==> src/rtl/clock_pkg.sv <==
// clock_pkg: shared BCD digit type and time-of-day digit limits
package clock_pkg;
  typedef logic [3:0] bcd_t;
  localparam bcd_t MIN_LS_MAX = 4'd9;
  localparam bcd_t MIN_MS_MAX = 4'd5;
  localparam bcd_t HR_MS_MAX = 4'd2;
  localparam bcd_t HR_LS_MAX_AT_20 = 4'd3;
  localparam bcd_t BCD_MAX = 4'd9;
endpackage

==> src/rtl/bcd_digit.sv <==
// bcd_digit: one decimal digit with enable, synchronous load, wrap limit and carry-out
module bcd_digit
  import clock_pkg::*;
(
  input  logic clk,
  input  logic rst,
  input  logic en,
  input  logic ld,
  input  bcd_t ld_val,
  input  bcd_t limit,
  output bcd_t q,
  output logic carry
);
  bcd_t q_q, q_d;
  logic wrap;
  assign wrap = q_q >= limit;
  assign carry = en & wrap;
  assign q = q_q;
  // load wins over increment; reaching the limit rolls back to zero
  always_comb q_d = ld ? ld_val : en ? (wrap ? 4'd0 : q_q + 4'd1) : q_q;
  // digit register
  always_ff @(posedge clk) q_q <= rst ? 4'd0 : q_d;
endmodule

==> src/rtl/time_counter.sv <==
// time_counter: 24-hour HH:MM BCD clock with minute advance, validated time-set load and midnight flag
module time_counter
  import clock_pkg::*;
#(
  parameter int WRAP_HOURS = 24
) (
  input  logic clk256,
  input  logic reset,
  input  logic one_minute,
  input  logic load_new_time,
  input  bcd_t new_ms_hr,
  input  bcd_t new_ls_hr,
  input  bcd_t new_ms_min,
  input  bcd_t new_ls_min,
  output bcd_t ms_hr,
  output bcd_t ls_hr,
  output bcd_t ms_min,
  output bcd_t ls_min,
  output logic day_wrap,
  output logic load_error
);
  localparam bcd_t HR_LAST_MS = bcd_t'((WRAP_HOURS - 1) / 10);
  localparam bcd_t HR_LAST_LS = bcd_t'((WRAP_HOURS - 1) % 10);
  logic load_ok, ld, tick;
  logic c_ls_min, c_ms_min, c_ls_hr, c_ms_hr;
  logic day_wrap_q, load_error_q;
  bcd_t ls_hr_limit;
  assign load_ok = new_ls_min <= BCD_MAX && new_ms_min <= MIN_MS_MAX &&
                   new_ls_hr <= BCD_MAX && new_ms_hr <= HR_MS_MAX &&
                   (new_ms_hr != HR_MS_MAX || new_ls_hr <= HR_LS_MAX_AT_20);
  assign ld = load_new_time & load_ok;
  // a valid load swallows a coincident tick; a rejected one lets it through
  assign tick = one_minute & ~ld;
  assign ls_hr_limit = ms_hr == HR_LAST_MS ? HR_LAST_LS : BCD_MAX;
  assign day_wrap = day_wrap_q;
  assign load_error = load_error_q;
  bcd_digit u_ls_min (
    .clk(clk256), .rst(reset), .en(tick), .ld(ld), .ld_val(new_ls_min),
    .limit(MIN_LS_MAX), .q(ls_min), .carry(c_ls_min)
  );
  bcd_digit u_ms_min (
    .clk(clk256), .rst(reset), .en(c_ls_min), .ld(ld), .ld_val(new_ms_min),
    .limit(MIN_MS_MAX), .q(ms_min), .carry(c_ms_min)
  );
  bcd_digit u_ls_hr (
    .clk(clk256), .rst(reset), .en(c_ms_min), .ld(ld), .ld_val(new_ls_hr),
    .limit(ls_hr_limit), .q(ls_hr), .carry(c_ls_hr)
  );
  bcd_digit u_ms_hr (
    .clk(clk256), .rst(reset), .en(c_ls_hr), .ld(ld), .ld_val(new_ms_hr),
    .limit(HR_LAST_MS), .q(ms_hr), .carry(c_ms_hr)
  );
  // one-cycle flags: hour-tens carry is the midnight rollover, rejected loads raise an error
  always_ff @(posedge clk256) begin
    day_wrap_q <= reset ? 1'b0 : c_ms_hr;
    load_error_q <= reset ? 1'b0 : load_new_time & ~load_ok;
  end
endmodule

==> config.mk <==
export PLATFORM = sky130hd
export DESIGN_NAME = time_counter
export DESIGN_NICKNAME = d
export VERILOG_FILES = /design/src/rtl/clock_pkg.sv /design/src/rtl/bcd_digit.sv /design/src/rtl/time_counter.sv
export SDC_FILE = /design/constraint.sdc
export NUM_CORES = 1
export LEC_CHECK = 0
export ABC_AREA = 1
export BUFFER_PORTS_ARGS = -buffer_cell sky130_fd_sc_hd__buf_4
export CORE_MARGIN = 3
export CORE_UTILIZATION = 50
export CTS_BUF_LIST = sky130_fd_sc_hd__clkbuf_16
export CTS_CLUSTER_DIAMETER = 120
export DETAILED_ROUTE_END_ITERATION = 8
export PLACE_DENSITY = 0.75
export SETUP_SLACK_MARGIN = 0.15
export SLEW_MARGIN = 40
export SYNTH_ARGS = -nofsm -noshare
export SYNTH_HDL_FRONTEND = slang
export SYNTH_HIERARCHICAL = 1
export SYNTH_SLANG_ARGS = --single-unit
export TNS_END_PERCENT = 100
==> constraint.sdc <==
create_clock -name clk256 -period 2.2 [get_ports clk256]
set_input_delay 0.22 -clock clk256 [delete_from_list [all_inputs] [get_ports clk256]]
set_output_delay 0.22 -clock clk256 [all_outputs]
set_load 0.01 [all_outputs]
# After elaboration in Yosys (flattened, before gate mapping)
# Index checks and enable logic that the tools add are counted.
[totals]
input_bits = 20
word_cells = 52
reg_bits = 18
[op_classes]
order_cmp = 9
n_bitwise = 9
mux = 13
n_addsub = 4
n_reduce_logical = 9
eq_ne = 2
[op_table]
columns = ["operator", "count"]
rows = [
  ["4-bit 2-to-1 mux", 13],
  ["4-bit by 1-bit adder with 4-bit output (second input constant)", 4],
  ["4-bit by 2-bit <= comparator with 1-bit output (second input constant)", 2],
  ["4-bit <= comparator (second input constant)", 2],
  ["2-bit nonzero test", 4],
  ["1-bit bitwise AND", 7],
  ["4-bit by 2-bit == test with 1-bit output (second input constant)", 1],
  ["4-bit by 2-bit greater-or-equal comparator with 1-bit output (second input constant)", 1],
  ["4-bit by 3-bit greater-or-equal comparator with 1-bit output (second input constant)", 1],
  ["4-bit greater-or-equal comparator", 1],
  ["4-bit greater-or-equal comparator (second input constant)", 1],
  ["4-bit by 3-bit <= comparator with 1-bit output (second input constant)", 1],
  ["1-bit logical AND", 4],
  ["4-bit by 2-bit inequality test with 1-bit output (second input constant)", 1],
  ["1-bit inverter", 2],
  ["1-bit logical OR", 1],
]

# Depth between registers and ports, before layout
# Gate-level depths: netlist of run 1.
[depth]
ltp_word = 13
depth_mapped = 18
mapped_depth_nobuf = 18

# Cells and area by module
# The synthesis of run 1 kept the hierarchy.
[modules_own_cells]
columns = ["mod", "cells_per_inst", "n_inst", "seq_area_each_um2", "area_each_um2"]
rows = [
  ["bcd_digit", 55, 4, 80.1, 366.6],
  ["time_counter", 34, 1, 40.0, 178.9],
]

# Worst setup path before layout of run 1
# No wires, ideal clock.
[synth_timing]
kind = "reg-to-reg"
startpoint = "reg u_ms_hr.q_q[1], in the netlist u_ms_hr/q[1]"
endpoint = "reg u_ms_hr.q_q[3], in the netlist u_ms_hr/q[3]"
stages_incl_launch_ff = 13
synth_period_minus_slack_ns = 2.048
slack_ns = 0.152
n_path_buf = 0
t_arrival_ns = 1.936
t_required_ns = 2.089
path_cell_list = "dfxtp_1 -> inv_2 -> nor4_2 -> inv_1 -> ha_1 -> nand4_1 -> nand3_2 -> nand2_1 -> inv_1 -> nor2_1 -> a22o_1 -> nor2_1 -> nor2_1"
[synth_between]
elab_chain_cells = 5
[synth_rtl]
columns = ["element", "line", "text"]
rows = [
  ["from (decl)", "bcd_digit.sv:14", "bcd_t q_q, q_d;"],
  ["from (signal assigned)", "bcd_digit.sv:22", "always_ff @(posedge clk) q_q <= rst ? 4'd0 : q_d;"],
  ["4-bit by 2-bit == test with 1-bit output", "time_counter.sv:34", "assign ls_hr_limit = ms_hr == HR_LAST_MS ? HR_LAST_LS : BCD_MAX;"],
  ["4-bit 2-to-1 mux", "time_counter.sv:34", ""],
  ["net ls_hr_limit[1]", "time_counter.sv:27", "bcd_t ls_hr_limit;"],
  ["4-bit greater-or-equal comparator", "bcd_digit.sv:16", "assign wrap = q_q >= limit;"],
  ["1-bit bitwise AND", "bcd_digit.sv:17", "assign carry = en & wrap;"],
  ["net c_ls_hr", "time_counter.sv:25", "logic c_ls_min, c_ms_min, c_ls_hr, c_ms_hr;"],
  ["2-bit nonzero test (no source line)", "-", ""],
]
# The timed path passes the listed nets, and every way through them passes these cells. The select of a mux whose other input is x is not followed.
# A chain may end at the register's enable or synchronous reset.

# Final worst setup path of run 1
# Ends and elaborated chain as after synthesis.

==> impl_metrics.sql, run 1 <==
INSERT INTO impl_metrics (metric_group, metric, value, unit) VALUES
('run_status', 'status', 'complete, no violations', ''),
('logic_synthesis', 'avgSynthCellArea', '6.478', 'um^2'),
('clock_network', 'cts_max_level', '1', ''),
('cells_and_area', 'multi_input_comb_area', '0.001140', 'mm^2'),
('power', 'power.internal', '650.9', 'uW'),
('floorplanning', 'floorplan.core_area', '0.003103', 'mm^2'),
('cells_and_area', 'ant_diodes', '0', ''),
('hold_path', 'hp-start', 'load_new_time', ''),
('logic_synthesis', 'post_synth_instance_area', '0.001645', 'mm^2'),
('sta', 'max_clock_freq', '503.6', 'MHz'),
('sta', 'finalWorstSetupSlack', '214.3', 'ps'),
('setup_path', 'regToRegEndpoint', 'u_ms_hr/q[3]', ''),
('cells_and_area', 'num-fill-cells', '296', ''),
('setup_path', 'worstPathRequired', '2330', 'ps'),
('cells_and_area', 'fin_nets', '361', ''),
('floorplanning', 'total_die_area', '0.004015', 'mm^2'),
('detailed_routing', 'postRouteAntennaNets', '0', ''),
('sta', 'timing.final.setup_violations', '0', ''),
('logic_synthesis', 'asyncSetResetFlopFracSynth', '0', '%'),
('cells_and_area', 'utilization', '72.54', '%'),
('floorplanning', 'die-width', '63.37', 'um'),
('setup_path', 'worst-endpoint-arrival', '2120', 'ps'),
('floorplanning', 'start_util', '53.02', '%'),
('global_routing', 'first_global_vias', '1594', ''),
('power', 'power.clock.fraction', '41.5', '%'),
('logic_synthesis', 'synth_top_area_share', '21.90', '%'),
('global_routing', 'total_routing_resource_utilization_after_global_routing', '19.51', '%'),
('logic_synthesis', 'post_synth_fa_ha_maj_area_fraction', '15.21', '%'),
('clock_network', 'clk_pin_slew_worst_setup_hold_paths', '50', 'ps'),
('job', 'maximum_capacitance_violations', '0', ''),
('logic_synthesis', 'synth_area_leader_cell', 'sky130_fd_sc_hd__dfxtp_1', ''),
('logic_synthesis', 'synthXorXnorAreaFrac', '0', '%'),
('cells_and_area', 'register_area', '362.8', 'um^2'),
('floorplanning', 'io_pins', '38', ''),
('clock_network', 'tritoncts', 'built', ''),
('detailed_routing', 'vias', '1759', ''),
('cells_and_area', 'area_growth', '36.81', '%'),
('logic_synthesis', 'synthSimpleGateAreaFrac', '34.45', '%'),
('placement', 'numPortBuffers', '37', ''),
('hold_path', 'holdPathEnd', 'load_error', ''),
('logic_synthesis', 'postSynthCellCount', '254', ''),
('global_routing', 'wire_length_of_the_first_global_routing_pass', '6589', 'um'),
('sta', 'rsz0062_at_grt', 'yes', ''),
('detailed_routing', 'drt_pre_antenna_iters', '4', ''),
('hold_path', 'min_path_cells', '3', ''),
('sta', 'final-hold-violation-count', '0', ''),
('sta', 'setup_tns', '0', 'ps'),
('global_routing', 'grt_start_max_net_pins', '19', ''),
('logic_synthesis', 'syn_warnings', '6', ''),
('setup_path', 'worstRegToRegCells', '12', ''),
('power', 'netSwitchingPower', '216.5', 'uW'),
('logic_synthesis', 'ys_seq_area_share', '21.90', '%'),
('logic_synthesis', 'synth.mux.area_fraction', '0', '%'),
('power', 'power.total', '867.4', 'uW'),
('setup_path', 'critPathKind', 'register to register', ''),
('sta', 'skew', '4.106', 'ps'),
('detailed_routing', 'drt_drc_violations_left', '0', ''),
('clock_network', 'worstSkewPairLatency', '250', 'ps'),
('logic_synthesis', 'postSynthRegisterBits', '18', ''),
('floorplanning', 'std_cell_rows', '20', ''),
('placement', 'hpwlAfterDp', '3035', 'um'),
('setup_path', 'worst_r2r_startpoint', 'u_ms_hr/q[1]', ''),
('detailed_routing', 'drt-total-wl', '3904', 'um'),
('global_routing', 'grt_overflow_total', '0', ''),
('detailed_routing', 'drt_first_iter_violations', '117', ''),
('placement', 'dp_slack', '171.5', 'ps'),
('sta', 'final.period_utilization', '90.26', '%'),
('clock_network', 'cts-root-buf', 'sky130_fd_sc_hd__clkbuf_16', ''),
('clock_network', 'post_cts_hold_buffer_count', '0', ''),
('clock_network', 'cts_num_sinks', '18', ''),
('power', 'power_density', '385.4', 'mW/mm^2');
-- layout by cell type, fill, tap and decap left out, drive strengths merged, types with 3 or more instances in the layout --
master,synthesis,final
clkbuf,0,3
dfxtp,18,18
a22o,4,4
nand2,45,45
conb,2,14
a22oi,12,12
nand3b,4,4
a21oi,16,16
buf,0,50
nand3,10,10
nand4,21,21
ha,20,20
nor2,37,37
inv,63,63
-- critical path: stages, from the launching register on --
cell and delay, ps:
sky130_fd_sc_hd__dfxtp_2 330, sky130_fd_sc_hd__inv_2 40, sky130_fd_sc_hd__nor4_4 290, sky130_fd_sc_hd__inv_1 110, sky130_fd_sc_hd__ha_4 280, sky130_fd_sc_hd__nand4_1 170
sky130_fd_sc_hd__nand3_2 130, sky130_fd_sc_hd__nand2_2 70, sky130_fd_sc_hd__inv_4 80, sky130_fd_sc_hd__nor2_4 40, sky130_fd_sc_hd__a22o_1 180, sky130_fd_sc_hd__nor2_1 100
sky130_fd_sc_hd__nor2_1 50
-- power by group through the flow --
stage	clock [uW]	combinational, uW	sequential (uW)
floorplan	0	82.7	354
global placement	0	163	346
detailed placement	0	164	346
CTS	361	165	339
global route	378	192	340
finish	360	168	340
-- synthesized netlist by cell type (4+ instances only) --
master,instances
sky130_fd_sc_hd__inv_1,57
sky130_fd_sc_hd__nand2_1,41
sky130_fd_sc_hd__nor2_1,35
sky130_fd_sc_hd__nand4_1,21
sky130_fd_sc_hd__ha_1,20
sky130_fd_sc_hd__dfxtp_1,18
sky130_fd_sc_hd__a21oi_1,12
sky130_fd_sc_hd__a22oi_1,12
sky130_fd_sc_hd__inv_2,6
sky130_fd_sc_hd__nand3_1,6
sky130_fd_sc_hd__a21oi_2,4
sky130_fd_sc_hd__a22o_1,4
sky130_fd_sc_hd__nand2_2,4
sky130_fd_sc_hd__nand3_2,4
sky130_fd_sc_hd__nand3b_1,4
-- cell type report --
class | count | share of cell area (%)
clock buffers | 3 | 3.335
repair buffers | 50 | 16.68
inverters | 64 | 10.78
multi-input cells | 184 | 50.64
flip-flops and latches | 18 | 16.12
well taps | 44 | 2.446
-- sequential cells by signal, indices dropped and copies added (netlist names) --
register	flops
u_ms_hr/q	4
u_ms_min/q	4
u_ls_min/q	4
u_ls_hr/q	4
day_wrap	1
load_error	1
-- what timing repair did --
item	in CTS	in global routing
resized for setup	1	13
setup endpoints to repair	1	9
buffers inserted	0	1
cloned	0	0
endpoints found under the hold margin	0	0
pin swaps	0	6
-- cell families after synthesis --
logic type      after synthesis
buf+inv                      64
flops                        18
simple gates                118
fa+ha+maj                    20
other cells                   2
compound gates               32
-- stage by stage --
| stage | instance area (um^2) | cells |
|---|---|---|
| after floorplan | 1690 | 266 |
| after detailed placement | 2113 | 359 |
| after CTS | 2191 | 362 |
| final | 2251 | 363 |
| after global routing | 2251 | 363 |
| after global placement | 2113 | 359 |
-- worst max path at each step --
stage                 start           end  slack [ps]  depth (start not counted)
2_1_floorplan  u_ms_hr/q[1]  u_ms_hr/q[3]         150                         12
3_3_place_gp   u_ms_hr/q[0]  u_ms_hr/q[0]         200                         12
3_5_place_dp   u_ms_hr/q[0]  u_ms_hr/q[2]         170                         12
4_1_cts        u_ms_hr/q[0]  u_ms_hr/q[3]         170                         12
5_1_grt        u_ms_hr/q[1]  u_ms_hr/q[3]           4                         13
6_report       u_ms_hr/q[1]  u_ms_hr/q[3]         210                         12
-- per-layer routing --
metal	wire length (um)	part of all wire (%)	vias up	GRT usage [%]
met5	0	0	-	0
met3	215	5.5	2	4.100
li1	-	-	945	-
met1	1872	48	762	26.12
met2	1802	46	50	33.12
met4	14	0.36	0	2.156
Note: power is estimated with default switching activity, not from simulation.
==> run 2: changes to the inputs <==
Settings changed: CELL_PAD_IN_SITES_DETAIL_PLACEMENT from default to 0, CELL_PAD_IN_SITES_GLOBAL_PLACEMENT from default to 1, CORE_UTILIZATION 50 to 37, PLACE_DENSITY 0.75 to default, PLACE_DENSITY_LB_ADDON from default to 0.1.
==> run 2 against run 1 <==
  * Sequential power about the same
  * Critical endpoint unchanged
  * Register-to-register slack better by 70 ps
  * Sequential share of layout area shrank 0.50 points
  * Count of clock-buffer cells in the layout unchanged
  * Final cell count is 2.8% higher
  * Largest power group unchanged
  * Maximum frequency grew 3.8%
  * Critical path depth is 1 higher
  * Clock power grew 3%
  * Combinational power increased by 4%
==> impl_metrics.sql, run 2 (synthesis gave the netlist of run 1 again) <==
INSERT INTO impl_metrics (metric_group, metric, value, unit) VALUES
('floorplanning', 'start_util', '39.70', '%'),
('clock_network', 'worstSkewPairLatency', '250', 'ps'),
('sta', 'rsz0062_at_grt', 'no', ''),
('hold_path', 'min_path_cells', '3', ''),
('sta', 'final_max_slew_viol_count', '0', ''),
('setup_path', 'worst-endpoint-arrival', '2050', 'ps'),
('power', 'p_leak', '0.001186', 'uW'),
('clock_network', 'tritoncts', 'built', ''),
('sta', 'final-hold-violation-count', '0', ''),
('placement', 'place_inst', '366', ''),
('sta', 'timing.final.crit_period', '1912', 'ps'),
('setup_path', 'worstPathBufferInverterCount', '2', ''),
('hold_path', 'worstHoldPathType', 'primary input to register', ''),
('setup_path', 'worstRegToRegCells', '13', ''),
('placement', 'place_congestion', '0.9240', ''),
('setup_path', 'worst_r2r_startpoint', 'u_ms_hr/q[0]', ''),
('setup_path', 'slowest_stage', 'sky130_fd_sc_hd__dfxtp_2', ''),
('detailed_routing', 'postRouteAntennaNets', '0', ''),
('setup_path', 'regToRegEndpoint', 'u_ms_hr/q[3]', ''),
('setup_path', 'cp-start-kind', 'register', ''),
('global_routing', 'grt_util_met3', '2.617', '%'),
('cells_and_area', 'fin_nets', '364', ''),
('global_routing', 'wire_length_of_the_first_global_routing_pass', '6996', 'um'),
('run_status', 'status', 'complete, no violations', ''),
('global_routing', 'antenna_violations_before_repair', '0', ''),
('cells_and_area', 'layoutNonFillerInstCount', '373', ''),
('setup_path', 'cell_family_with_most_cp_delay', 'simple AND/OR/NAND/NOR gates', ''),
('setup_path', 'cp_cell_sequence', 'nor4_4 > inv_2 > ha_4 > nand2_1 > nand2_1 > nand2_2 > nand3_2 > nand2_2 > inv_2 > nor2_2 > a22o_1 > nor2_1 > nor2_1', ''),
('sta', 'final.period_utilization', '86.92', '%'),
('clock_network', 'cts_inserted_buffers', '3', ''),
('floorplanning', 'die_h', '72.69', 'um'),
('setup_path', 'critPathCaptureType', 'register', ''),
('setup_path', 'worstPathMaxFanout', '4', ''),
('floorplanning', 'floorplan.core_area', '0.004144', 'mm^2'),
('setup_path', 'worstPathRequired', '2340', 'ps'),
('clock_network', 'cts_max_level', '1', ''),
('global_routing', 'first_global_vias', '1655', ''),
('global_routing', 'grt_start_max_net_pins', '19', ''),
('floorplanning', 'total_die_area', '0.005283', 'mm^2'),
('cells_and_area', 'num-fill-cells', '434', ''),
('cells_and_area', 'ant_diodes', '0', ''),
('sta', 'skew', '3.326', 'ps'),
('global_routing', 'top_usage_layer', 'met2', ''),
('cells_and_area', 'layout-drive-gt1-share', '27.55', '%'),
('sta', 'max_clock_freq', '523.0', 'MHz'),
('setup_path', 'cp_peak_stage_delay', '330', 'ps'),
('global_routing', 'use_met1', '20.35', '%'),
('sta', 'timing.final.setup_violations', '0', ''),
('detailed_routing', 'drt_first_iter_violations', '121', ''),
('floorplanning', 'io_pins', '38', ''),
('cells_and_area', 'area_growth', '40.68', '%'),
('floorplanning', 'die-width', '72.69', 'um'),
('placement', 'hpwlAfterDp', '3305', 'um'),
('placement', 'numPortBuffers', '37', ''),
('cells_and_area', 'mostFrequentLayoutCell', 'sky130_fd_sc_hd__inv_1', ''),
('clock_network', 'cts_num_sinks', '18', ''),
('cells_and_area', 'final_cell_mix', 'sky130_fd_sc_hd__inv_1 (53), sky130_fd_sc_hd__buf_4 (52), sky130_fd_sc_hd__nand2_1 (38)', ''),
('hold_path', 'holdPathEnd', 'load_error', ''),
('power', 'power_density', '381.8', 'mW/mm^2'),
('detailed_routing', 'average_detailed_routed_wire_length_per_instance', '11.43', 'um'),
('detailed_routing', 'drt_pre_antenna_iters', '5', ''),
('global_routing', 'met2_usage', '29.16', '%'),
('power', 'max-vdd-ir-drop', '0.0002343', 'V'),
('detailed_routing', 'vias', '1805', ''),
('setup_path', 'critPathKind', 'register to register', ''),
('floorplanning', 'std_cell_rows', '23', ''),
('hold_path', 'hp-start', 'load_new_time', ''),
('global_routing', 'grt_overflow_total', '0', ''),
('detailed_routing', 'drt-total-wl', '4265', 'um'),
('sta', 'setup_tns', '0', 'ps'),
('setup_path', 'reg2reg_setup_slack', '290', 'ps'),
('detailed_routing', 'vias_per_cell', '4.839', ''),
('clock_network', 'clk_pin_slew_worst_setup_hold_paths', '50', 'ps'),
('clock_network', 'clk_path_buf_depth', '2', ''),
('global_routing', 'total_routing_resource_utilization_after_global_routing', '16.43', '%'),
('detailed_routing', 'drt_drc_violations_left', '0', ''),
('job', 'maximum_capacitance_violations', '0', ''),
('clock_network', 'cts-root-buf', 'sky130_fd_sc_hd__clkbuf_16', '');
run 2: what timing repair did:
| item | CTS | global route |
|---|---|---|
| hold buffers | 0 | 0 |
| setup endpoints to repair | 2 | 5 |
| pin swaps | 0 | 10 |
| setup buffers | 0 | 3 |
| gates resized for setup | 2 | 13 |
run 2: worst reg2reg max path: stages, from the launching register on:
cell and delay [ps]:
sky130_fd_sc_hd__dfxtp_2 330, sky130_fd_sc_hd__nor4_4 320, sky130_fd_sc_hd__inv_2 70, sky130_fd_sc_hd__ha_4 270, sky130_fd_sc_hd__nand2_1 50, sky130_fd_sc_hd__nand2_1 70
sky130_fd_sc_hd__nand2_2 70, sky130_fd_sc_hd__nand3_2 90, sky130_fd_sc_hd__nand2_2 50, sky130_fd_sc_hd__inv_2 70, sky130_fd_sc_hd__nor2_2 60, sky130_fd_sc_hd__a22o_1 190
sky130_fd_sc_hd__nor2_1 100, sky130_fd_sc_hd__nor2_1 50
run 2: final cells by class:
cell class / count / area [um^2] / share of cell area, %
Tap cell: 50 / 62.56 / 2.703
Clock inverter: 1 / 3.754 / 0.1622
Clock buffer: 3 / 75.07 / 3.243
Sequential cell: 18 / 361.6 / 15.62
Multi-Input combinational cell: 184 / 1161 / 50.16
Timing Repair Buffer: 53 / 410.4 / 17.73
Inverter: 64 / 240.2 / 10.38
run 2: per-stage QoR:
step	hold slack [ps]	instance area, um^2	total power, uW	util [%]	setup WS, ps
2_1_floorplan	289.1	1690	436.8	-	152.3
3_3_place_gp	463.6	2141	513.3	51.66	215.1
3_5_place_dp	467.2	2141	513.8	51.66	141.4
4_1_cts	210.4	2231	885.4	53.83	160.1
5_1_grt	219.8	2315	935.0	55.86	123.7
6_report	208.9	2315	883.9	55.86	287.8
run 2: how the worst max path moves through the flow:
stage / end / depth (start not counted) / slack [ps] / start
3_5_place_dp: u_ms_hr/q[3] / 14 / 140 / u_ms_hr/q[1]
2_1_floorplan: u_ms_hr/q[3] / 12 / 150 / u_ms_hr/q[1]
4_1_cts: u_ms_hr/q[3] / 12 / 160 / u_ms_hr/q[0]
3_3_place_gp: u_ms_hr/q[3] / 13 / 220 / u_ms_hr/q[1]
6_report: u_ms_hr/q[3] / 13 / 290 / u_ms_hr/q[0]
5_1_grt: u_ms_hr/q[3] / 14 / 120 / u_ms_hr/q[0]
run 2: where the power goes:
group / leakage [uW] / switching [uW] / internal, uW / total (uW)
combinational: 0.00100 / 93.7 / 81.0 / 175
sequential: 0.000146 / 4.53 / 334 / 338
clock: 0.0000385 / 129 / 242 / 371
total: 0.00119 / 227 / 657 / 884
run 2: metal layers:
metal  share of wire (%)  routed length, um  vias up
met5                   0                  0        -
met4                0.35                 15        0
met3                 5.2                220        2
met2                  50               2120       45
met1                  45               1908      807
li1                    -                  -      951
==> run 3: changes to the inputs <==
Settings changed: CORE_MARGIN 3 to 2, PLACE_DENSITY from default to 0.83, PLACE_DENSITY_LB_ADDON 0.1 to default, TNS_END_PERCENT 100 to default.
==> run 3 against run 2 <==
  * Sequential share of layout area up 0.051 points
  * First-iteration DRC count down 21%
  * Non-clock buffer count up 1
  * Total power down 1.1%
  * Critical path type unchanged
  * Largest power group unchanged
  * Wire length down 3.3%
  * Via count down 1.6%
  * Highest routed layer unchanged
==> impl_metrics.sql, run 3 (synthesis gave the netlist of run 1 again) <==
INSERT INTO impl_metrics (metric_group, metric, value, unit) VALUES
('clock_network', 'post_cts_hold_buffer_count', '0', ''),
('setup_path', 'regToRegEndpoint', 'u_ms_hr/q[3]', ''),
('detailed_routing', 'drt-total-wl', '4126', 'um'),
('setup_path', 'critPathCaptureType', 'register', ''),
('global_routing', 'grt_overflow_total', '0', ''),
('global_routing', 'top_usage_layer', 'met2', ''),
('floorplanning', 'die_h', '70.69', 'um'),
('detailed_routing', 'vias', '1777', ''),
('clock_network', 'clk_pin_slew_worst_setup_hold_paths', '50', 'ps'),
('detailed_routing', 'drt_drc_violations_left', '0', ''),
('global_routing', 'first_global_vias', '1663', ''),
('setup_path', 'cp_peak_stage_delay', '330', 'ps'),
('cells_and_area', 'fin_nets', '365', ''),
('placement', 'numPortBuffers', '37', ''),
('sta', 'final-hold-violation-count', '0', ''),
('setup_path', 'worstPathMaxFanout', '4', ''),
('clock_network', 'cts_inserted_buffers', '3', ''),
('global_routing', 'met2_usage', '28.76', '%'),
('floorplanning', 'die-width', '70.69', 'um'),
('global_routing', 'grt_util_met3', '2.137', '%'),
('global_routing', 'use_met1', '21.67', '%'),
('setup_path', 'cell_family_with_most_cp_delay', 'simple AND/OR/NAND/NOR gates', ''),
('setup_path', 'worst_r2r_startpoint', 'u_ms_hr/q[2]', ''),
('setup_path', 'cp-start-kind', 'register', ''),
('detailed_routing', 'average_detailed_routed_wire_length_per_instance', '11.00', 'um'),
('setup_path', 'worst-endpoint-arrival', '2140', 'ps'),
('setup_path', 'worstPathRequired', '2380', 'ps'),
('job', 'maximum_capacitance_violations', '0', ''),
('global_routing', 'total_routing_resource_utilization_after_global_routing', '16.76', '%'),
('setup_path', 'cp_cell_sequence', 'nor4_4 > inv_2 > ha_4 > nand2_1 > nand2_1 > nand2_2 > nand3_2 > nand2_1 > inv_2 > nand2_4 > nand3b_1 > nor2_1 > nor2_1 > nor2_1', ''),
('cells_and_area', 'utilization', '53.36', '%'),
('sta', 'setup_tns', '0', 'ps'),
('clock_network', 'cts-root-buf', 'sky130_fd_sc_hd__clkbuf_16', ''),
('sta', 'timing.final.setup_violations', '0', ''),
('detailed_routing', 'drt_pre_antenna_iters', '4', ''),
('power', 'max-vdd-ir-drop', '0.0002219', 'V'),
('setup_path', 'worstRegToRegCells', '14', ''),
('sta', 'finalWorstSetupSlack', '244.9', 'ps'),
('sta', 'max_clock_freq', '511.5', 'MHz'),
('setup_path', 'worstPathBufferInverterCount', '2', ''),
('setup_path', 'slowest_stage', 'sky130_fd_sc_hd__dfxtp_2', ''),
('sta', 'skew', '3.146', 'ps'),
('floorplanning', 'io_pins', '38', ''),
('detailed_routing', 'drt_first_iter_violations', '96', ''),
('global_routing', 'grt_start_max_net_pins', '19', ''),
('detailed_routing', 'vias_per_cell', '4.739', ''),
('power', 'power.total', '873.8', 'uW'),
('cells_and_area', 'mostFrequentLayoutCell', 'sky130_fd_sc_hd__buf_4', ''),
('floorplanning', 'std_cell_rows', '24', ''),
('global_routing', 'wire_length_of_the_first_global_routing_pass', '6941', 'um'),
('cells_and_area', 'ant_diodes', '0', ''),
('clock_network', 'tritoncts', 'built', ''),
('hold_path', 'holdPathEnd', 'load_error', ''),
('cells_and_area', 'layout-drive-gt1-share', '27.86', '%'),
('sta', 'final_max_slew_viol_count', '0', ''),
('clock_network', 'cts_num_sinks', '18', ''),
('clock_network', 'worstSkewPairLatency', '250', 'ps'),
('sta', 'timing.final.crit_period', '1955', 'ps'),
('floorplanning', 'start_util', '38.05', '%'),
('hold_path', 'worstHoldPathType', 'primary input to register', ''),
('global_routing', 'antenna_violations_before_repair', '0', ''),
('setup_path', 'critPathKind', 'register to register', ''),
('clock_network', 'clk_path_buf_depth', '2', ''),
('sta', 'final.period_utilization', '88.87', '%'),
('cells_and_area', 'area_growth', '40.23', '%'),
('power', 'power_density', '378.7', 'mW/mm^2'),
('power', 'p_leak', '0.001190', 'uW'),
('floorplanning', 'floorplan.core_area', '0.004324', 'mm^2'),
('run_status', 'status', 'complete, no violations', ''),
('setup_path', 'reg2reg_setup_slack', '240', 'ps'),
('placement', 'place_congestion', '0.8853', ''),
('cells_and_area', 'final_cell_mix', 'sky130_fd_sc_hd__buf_4 (54), sky130_fd_sc_hd__inv_1 (53), sky130_fd_sc_hd__nand2_1 (39)', ''),
('placement', 'dp_slack', '150.1', 'ps'),
('detailed_routing', 'postRouteAntennaNets', '0', ''),
('placement', 'hpwlAfterDp', '3214', 'um'),
('floorplanning', 'total_die_area', '0.004996', 'mm^2'),
('hold_path', 'min_path_cells', '3', ''),
('sta', 'rsz0062_at_grt', 'no', ''),
('clock_network', 'cts_max_level', '1', ''),
('hold_path', 'hp-start', 'load_new_time', '');
## run 3: cell types whose count changed in the layout (fill, tap and decap cells not counted), moves of 2 or more
cell | previous run | this run
sky130_fd_sc_hd__a21oi_2 | 2 | 4
sky130_fd_sc_hd__buf_4 | 52 | 54
sky130_fd_sc_hd__nand2_2 | 7 | 5
sky130_fd_sc_hd__nor2_4 | 0 | 2
## run 3: metal layers
layer	vias up	share of wire [%]
met4	0	1.1
met1	782	46
li1	955	-
met5	-	0
met3	4	3.6
met2	36	49
## run 3: metrics by stage
stage / area, um^2 / hold slack [ps] / instances
after floorplan: 1690 / 289.1 / 266
after global placement: 2131 / 457.6 / 368
after detailed placement: 2131 / 457.0 / 368
after CTS: 2225 / 202.0 / 372
after global routing: 2307 / 238.1 / 375
final: 2307 / 207.0 / 375
## run 3: worst max path at each step
stage | from | to | cells after the start
floorplan | u_ms_hr/q[1] | u_ms_hr/q[3] | 12
CTS | u_ms_hr/q[1] | u_ms_hr/q[3] | 15
global placement | u_ms_hr/q[1] | u_ms_hr/q[3] | 14
finish | u_ms_hr/q[2] | u_ms_hr/q[3] | 14
detailed placement | u_ms_hr/q[0] | u_ms_hr/q[3] | 13
global route | u_ms_hr/q[2] | u_ms_hr/q[2] | 13
## run 3: report_power, final
part / total, uW / switching [uW] / internal, uW
registers: 339 / 4.58 / 334
logic: 173 / 93.6 / 79.4
clock network: 362 / 123 / 239
total: 874 / 221 / 653
## run 3: worst reg2reg max path, cell delays in order, from the launching register on
cell                       delay [ps]
sky130_fd_sc_hd__dfxtp_2          330
sky130_fd_sc_hd__nor4_4           320
sky130_fd_sc_hd__inv_2             80
sky130_fd_sc_hd__ha_4             270
sky130_fd_sc_hd__nand2_1           60
sky130_fd_sc_hd__nand2_1           90
sky130_fd_sc_hd__nand2_2           80
sky130_fd_sc_hd__nand3_2           60
sky130_fd_sc_hd__nand2_1           60
sky130_fd_sc_hd__inv_2            100
sky130_fd_sc_hd__nand2_4           70
sky130_fd_sc_hd__nand3b_1         150
sky130_fd_sc_hd__nor2_1            90
sky130_fd_sc_hd__nor2_1            50
sky130_fd_sc_hd__nor2_1            80
## run 3: timing repair
item                       in CTS  in global routing
buffers inserted                1                  3
pin swaps                       2                  6
setup endpoints to repair       2                  5
gates resized for setup         2                 15
## run 3: cell type report
type,count,area (um^2)
Fill cell,449,2017
Multi-Input combinational cell,184,1160
Timing Repair Buffer,54,405.4
Sequential cell,18,361.6
Inverter,64,240.2
Clock buffer,3,75.07
Tap cell,52,65.06
